**config.mk**
```make
export PLATFORM = sky130hd
export DESIGN_NAME = instr_fetch_unit
export DESIGN_NICKNAME = d
export VERILOG_FILES = /design/src/rtl/riscv_pkg.sv /design/src/rtl/fetch_fifo.sv /design/src/rtl/instr_fetch_unit.sv
export SDC_FILE = /design/constraint.sdc
export NUM_CORES = 1
export LEC_CHECK = 0
export CAP_MARGIN = 20
export CELL_PAD_IN_SITES_DETAIL_PLACEMENT = 0
export CELL_PAD_IN_SITES_GLOBAL_PLACEMENT = 1
export CORE_MARGIN = 2
export CORE_UTILIZATION = 50
export CTS_BUF_LIST = sky130_fd_sc_hd__clkbuf_8
export DETAILED_ROUTE_END_ITERATION = 6
export GPL_ROUTABILITY_DRIVEN = 0
export GPL_TIMING_DRIVEN = 1
export HOLD_SLACK_MARGIN = 0.03
export PLACE_DENSITY = 0.92
export SLEW_MARGIN = 25
export SYNTH_ARGS = -nofsm -noshare
export SYNTH_HDL_FRONTEND = slang
export SYNTH_SLANG_ARGS = --single-unit
```
**constraint.sdc**
```tcl
create_clock -name clk -period 20 [get_ports clk]
set_input_delay 4 -clock clk [delete_from_list [all_inputs] [get_ports clk]]
set_output_delay 4 -clock clk [all_outputs]
set_load 0.01 [all_outputs]
```
**src/rtl/riscv_pkg.sv**
```systemverilog
// Shared RISC-V core definitions: datapath width, major opcodes and the
// fetch-stage buffer entry layout.
package riscv_pkg;

    localparam int XLEN = 32;

    // Major opcode field values (instr[6:0]) seen by the main decoder.
    localparam logic [6:0] OP_LOAD   = 7'b0000011;
    localparam logic [6:0] OP_STORE  = 7'b0100011;
    localparam logic [6:0] OP_RTYPE  = 7'b0110011;
    localparam logic [6:0] OP_ITYPE  = 7'b0010011;
    localparam logic [6:0] OP_BRANCH = 7'b1100011;
    localparam logic [6:0] OP_JAL    = 7'b1101111;

    // addi x0, x0, 0
    localparam logic [XLEN-1:0] NOP = 32'h0000_0013;

    // One instruction-buffer entry: the fetched word and the PC it came from.
    typedef struct packed {
        logic [XLEN-1:0] instr;
        logic [XLEN-1:0] pc;
    } FetchEntry;

    // Clear the byte offset so every fetch address is word aligned.
    function automatic logic [XLEN-1:0] wordAlign(input logic [XLEN-1:0] addr);
        return addr & ~XLEN'(3);
    endfunction

endpackage

```
**src/rtl/fetch_fifo.sv**
```systemverilog
// Small synchronous FIFO with single-cycle flush. The head entry is shown
// combinationally from storage, so it stays put until it is popped.
module fetch_fifo #(
    parameter int DEPTH = 4,
    parameter int WIDTH = 64
) (
    input  logic                    clk,
    input  logic                    rst,
    input  logic                    flush,
    input  logic                    push,
    input  logic [WIDTH-1:0]        pushData,
    input  logic                    pop,
    output logic [WIDTH-1:0]        headData,
    output logic [$clog2(DEPTH):0]  occ,
    output logic                    empty
);

    localparam int PTR_W = $clog2(DEPTH);

    logic [WIDTH-1:0] mem [DEPTH];
    logic [PTR_W-1:0] wrPtr;
    logic [PTR_W-1:0] rdPtr;
    logic [PTR_W:0]   count;

    // Pointer and occupancy tracking; flush empties the queue in one cycle.
    // NOTE: state registers use non-blocking assignments so every flop samples
    // pre-edge values, independent of process evaluation order.
    always_ff @(posedge clk or posedge rst) begin
        if (rst) begin
            wrPtr <= '0;
            rdPtr <= '0;
            count <= '0;
        end else if (flush) begin
            wrPtr <= '0;
            rdPtr <= '0;
            count <= '0;
        end else begin
            if (push) begin
                wrPtr <= wrPtr + PTR_W'(1);
            end
            if (pop) begin
                rdPtr <= rdPtr + PTR_W'(1);
            end
            count <= count + (PTR_W+1)'(push) - (PTR_W+1)'(pop);
        end
    end

    // Entry storage; cleared on reset so the head reads as zero afterwards.
    // NOTE: the array is reset deliberately -- the head is visible on the
    // outputs, and reset must present all-zero instruction and PC.
    always_ff @(posedge clk or posedge rst) begin
        if (rst) begin
            for (int i = 0; i < DEPTH; i++) begin
                mem[i] <= '0;
            end
        end else if (push && !flush) begin
            mem[wrPtr] <= pushData;
        end
    end

    assign headData = mem[rdPtr];
    assign occ      = count;
    assign empty    = (count == '0);

endmodule

```
**src/rtl/instr_fetch_unit.sv**
```systemverilog
// Instruction fetch stage: owns the fetch PC, issues word reads over a
// request/grant bus, buffers in-order responses and hands them to decode.
// Redirects flush the buffer and mark every in-flight response as stale.
module instr_fetch_unit
    import riscv_pkg::*;
#(
    parameter logic [XLEN-1:0] RESET_PC = 32'h0000_0000,
    parameter int              DEPTH    = 4
) (
    input  logic            clk,
    input  logic            rst,
    output logic            imem_req,
    output logic [XLEN-1:0] imem_addr,
    input  logic            imem_gnt,
    input  logic            imem_rvalid,
    input  logic [XLEN-1:0] imem_rdata,
    output logic            instr_valid,
    input  logic            instr_ready,
    output logic [XLEN-1:0] instr,
    output logic [XLEN-1:0] instr_pc,
    output logic [6:0]      op,
    input  logic            redirect_valid,
    input  logic [XLEN-1:0] redirect_pc
);

    localparam int CNT_W = $clog2(DEPTH) + 1;
    localparam logic [CNT_W:0] DEPTH_CNT = (CNT_W+1)'(DEPTH);

    logic [XLEN-1:0]  pc;
    logic [CNT_W-1:0] stale;
    logic [CNT_W-1:0] occ;
    logic [CNT_W-1:0] outstanding;
    logic [CNT_W:0]   inUse;

    logic             fifoEmpty;
    logic             pcqEmpty;
    logic [63:0]      fifoHead;
    logic [XLEN-1:0]  pcqHead;
    FetchEntry        pushEntry;
    FetchEntry        headEntry;

    logic             grant;
    logic             rspHit;
    logic             fifoPush;
    logic             fifoPop;

    // Issue, response-acceptance and pop decisions from registered counts.
    // NOTE: every signal written here gets a default first so no path through
    // the block leaves one unassigned and a latch cannot be inferred.
    always_comb begin
        inUse       = {1'b0, occ} + {1'b0, outstanding};
        imem_req    = 1'b0;
        grant       = 1'b0;
        rspHit      = 1'b0;
        fifoPush    = 1'b0;
        instr_valid = 1'b0;
        fifoPop     = 1'b0;
        pushEntry   = '{instr: imem_rdata, pc: pcqHead};

        // Only issue when a buffer slot is guaranteed for the response.
        imem_req = !rst && !redirect_valid && (inUse < DEPTH_CNT);
        grant    = imem_req && imem_gnt;

        // A response with nothing in flight is spurious and ignored.
        rspHit   = imem_rvalid && !pcqEmpty;

        // Stale responses and any response landing on a redirect are dropped.
        fifoPush = rspHit && !redirect_valid && (stale == '0);

        instr_valid = !fifoEmpty && !redirect_valid;
        fifoPop     = instr_valid && instr_ready;
    end

    // Fetch PC and count of in-flight responses to discard.
    always_ff @(posedge clk or posedge rst) begin
        if (rst) begin
            pc    <= RESET_PC;
            stale <= '0;
        end else if (redirect_valid) begin
            pc    <= wordAlign(redirect_pc);
            // Everything still in flight now belongs to the old path. The
            // stale responses are already part of that in-flight total, so
            // the new count is the total minus any response retiring now.
            stale <= outstanding - CNT_W'(rspHit);
        end else begin
            if (grant) begin
                pc <= pc + 32'd4;
            end
            if (rspHit && (stale != '0)) begin
                stale <= stale - CNT_W'(1);
            end
        end
    end

    // Instruction buffer of {instr, pc}, emptied by a redirect.
    fetch_fifo #(
        .DEPTH (DEPTH),
        .WIDTH (64)
    ) u_instrBuf (
        .clk      (clk),
        .rst      (rst),
        .flush    (redirect_valid),
        .push     (fifoPush),
        .pushData (pushEntry),
        .pop      (fifoPop),
        .headData (fifoHead),
        .occ      (occ),
        .empty    (fifoEmpty)
    );

    // In-order PCs of granted requests. Not flushed on redirect: each
    // in-flight response, stale or not, still retires its entry, so the
    // occupancy is exactly the outstanding-request count.
    fetch_fifo #(
        .DEPTH (DEPTH),
        .WIDTH (XLEN)
    ) u_pcQueue (
        .clk      (clk),
        .rst      (rst),
        .flush    (1'b0),
        .push     (grant),
        .pushData (pc),
        .pop      (rspHit),
        .headData (pcqHead),
        .occ      (outstanding),
        .empty    (pcqEmpty)
    );

    assign headEntry = FetchEntry'(fifoHead);
    assign imem_addr = pc;
    assign instr     = headEntry.instr;
    assign instr_pc  = headEntry.pc;
    assign op        = headEntry.instr[6:0];

    // Buffered plus in-flight never exceeds DEPTH, so a response always fits.
    assertSlotBound : assert property (@(posedge clk) disable iff (rst)
        inUse <= DEPTH_CNT);

    // Stale responses are a subset of those in flight.
    assertStaleBound : assert property (@(posedge clk) disable iff (rst)
        stale <= outstanding);

endmodule

```
==> results.md <==
* Total Routing Usage GR at 20.9%
* Initial Util at 50.4%
* Routed WL per cell at roughly 21 um
* Layout cells sized above 1 at 39.1%
* Synthesized flop and latch total at 415
* Fmax at 0.107 GHz
* Top-count cell post-synth: dfrtp_1
* Placed insts at 1,869
* Setup violators final at 0
* CP endpoint kind: primary output
* Post-Synth Adder-Cell Area at 1.39%
* Post-synth top cells: 415 x dfrtp_1, 240 x mux2_4, 100 x mux2_2
* Vias in the first global route at about 12,000
* Clk pin slew, worst setup/hold paths at 60 ps
* Pin count of the biggest net entering global routing at 114
* Hold_ws at 479 ps
* Max cap viols at 0
* Final net count at approximately 1,500
* Final HPWL DP at 25.7 mm
* Die area at between 0.04 and 0.05 mm2
* Power Dens Cells at 127 mW/mm2
* IO buf count at roughly 170
* Area Overhead vs Synth at 15.8%
* Top cell type's share of synthesized area at 51.9%
* XOR/XNOR share of the synthesized area at less than 1%
* TritonCTS clock tree: done
* Area leader, netlist: dfrtp_1
* Asr flop ratio synth at 100%
* Largest family of logic cells by synthesized area: multiplexers
* Fill cells at 3,018
* Final Hold Fails at 0
* Final setup skew at ~22 ps
* YS warnings at 0
* I/O pin cnt at 175
* Critical path required time at about 16,000 ps
* Yosys cell types at 48
* Compound-Gate Fraction of Synth Area at ~3%
* DRC viols at 0
* Layout Cells excl Fill at ~2,000
* Inserted Clock Buffers at 70
* Sequential share of the synthesized area at 51.9%
* Die width at approximately 200 um
* Syn avg cell area at 15.9 um2
* Area of the mapped netlist at 0.0200 mm2
* Core Area at 0.0396 mm2
* Reg area at approximately 0.010 mm2
* H-tree depth at 3
* Antenna diodes at 0
* Worst skew pair latency at 610 ps
* Post-Synth Simple-Gate Area at roughly 3.7%
* CP Class: in -> out
* Row Count at 73
* Maximum root-to-sink buffer count at 3
* First-pass GRT wire length at 68.3 mm
* Pwr Total at 0.00294 W
* Slew margin rel. at 32.2%
* Most common flop cell mapped by yosys: dfrtp_1
* Worst Setup Start Kind: input port
* Status: finished, final reports clean
* RSZ-0062 raised after global routing: false
* Root buffer cell: clkbuf_8
* EDFF count, synth at 0
* Min-Delay Path Class: reg -> reg
* Arrival time at the worst endpoint at 5380 ps
* LEAKAGE at about 10 nW
* Drt first-iter violations at 708
* Final worst path period need at approximately 9400 ps
* Post-CTS setup repair buffer count at 0
* Final slew viol count at 0
* VDD IR max at 65.0 uV
* Number of routed nets with antenna violations at 0
* Cells after synthesis at 1,254
* Antenna violations before repair at 0
* Sink Count at 415
* Post-CTS Resized at 0
* Vias at 11,182
* Multiplexer area fraction after synthesis at 34.5%
* Die height at ~200 um
* Crit-path max FO at 2
* Initial DRT Pass Iterations at 4
* Post-DR vias/cell at approximately 5.6
* WL final at around 42 mm
* # hold bufs at CTS at 0
* Multi-input logic area at around 0.0086 mm2
* Synth top area cells: dfrtp_1 52%, mux2_4 18%, mux4_2 10%
* Remaining Overflow, GRT at 0
* Final Cycle Share at 46.9%
* Worst-Margin Slew at 1020 ps
* Setup TNS Final at 0 ps
## flip-flops by register name (all words and copies together) (netlist names)
| register | count |
|---|---|
| u_instrBuf.mem | 248 |
| u_pcQueue.mem | 120 |
| imem_addr | 30 |
| stale | 3 |
| u_instrBuf.occ | 3 |
| u_pcQueue.occ | 3 |
| u_instrBuf.rdPtr | 2 |
| u_instrBuf.wrPtr | 2 |
| u_pcQueue.rdPtr | 2 |
| u_pcQueue.wrPtr | 2 |
## worst max-delay path, stage by stage
cell and delay [ps]:
clkdlybuf4s50_1 520, nor2_1 180, and3_1 160, clkdlybuf4s50_1 530
## stage by stage
stage,util (%),instance area (um2),setup slack (ps)
2_1_floorplan,-,20000,4450
3_3_place_gp,54.4,21600,10620
3_5_place_dp,54.4,21600,10620
4_1_cts,58.4,23100,10620
5_1_grt,58.4,23200,10530
6_report,58.4,23200,10620
## per-layer routing
| layer | routed length (um) | part of all wire [%] | track usage (%) |
|---|---|---|---|
| met4 | 738 | 1.8 | 6.11 |
| met1 | 19900 | 47 | 30.5 |
| met5 | 0 | 0 | 0 |
| met2 | 19600 | 47 | 32.6 |
| met3 | 1860 | 4.4 | 3.48 |
## power by group
| part | total, W | leakage [nW] | switching (W) | internal, W |
|---|---|---|---|---|
| Combinational | 0.000917 | 4.05 | 0.000370 | 0.000547 |
| Clock | 0.000824 | 0.868 | 0.000343 | 0.000481 |
| Sequential | 0.00119 | 5.54 | 0.000151 | 0.00104 |
| Total | 0.00293 | 10.5 | 0.000864 | 0.00207 |
## logic make-up (layout without fill, tap and decap cells)
group,count (synthesis),after routing
adder cells (fa/ha/maj),21,21
buffers and inverters,122,335
AO/OA/AOI/OAI,90,90
XOR/XNOR,11,11
flip-flops,415,415
AND/OR/NAND/NOR,152,152
multiplexers,442,442
other,1,4
## cells in the final DEF (no fill, tap or decap), types with 3 or more instances in the layout
master / count
conb_1: 4
nand4_1: 11
xnor2_1: 9
clkdlybuf4s50_1: 167
ha_1: 19
a31oi_1: 3
nor3_1: 8
o211ai_1: 12
clkbuf_8: 100
nand2_2: 4
buf_4: 11
nand3_1: 14
a21oi_1: 6
nand2_1: 72
a221o_1: 9
and3_4: 5
clkinv_2: 3
dfrtp_1: 412
o311ai_0: 9
mux4_2: 92
nand2b_1: 5
bufinv_16: 3
mux2_2: 100
buf_6: 4
nor2_1: 20
mux2_4: 240
mux2i_1: 10
o21ai_0: 43
inv_1: 41
## worst paths after layout
check,cells past startpoint,slack [ps],from,to
setup / recovery,4,10620,rst,imem_req
hold / removal,2,480,u_pcQueue.mem[36],u_pcQueue.mem[36]
setup reg to reg,7,16310,u_pcQueue.occ[2],u_pcQueue.mem[80]
hold reg to reg,2,480,u_pcQueue.mem[36],u_pcQueue.mem[36]
max in group asynchronous,4,14030,rst,u_instrBuf.mem[160]
min in group asynchronous,2,3970,rst,u_instrBuf.mem[199]
## layout make-up
type	count	area share, %
Timing Repair Buffer	183	7.79
Multi-Input combinational cell	720	37.3
Inverter	26	0.454
Clock inverter	26	0.832
Tap cell	525	2.84
Sequential cell	415	44.9
Clock buffer	100	5.94
Note: power is estimated with default switching activity, not from simulation.
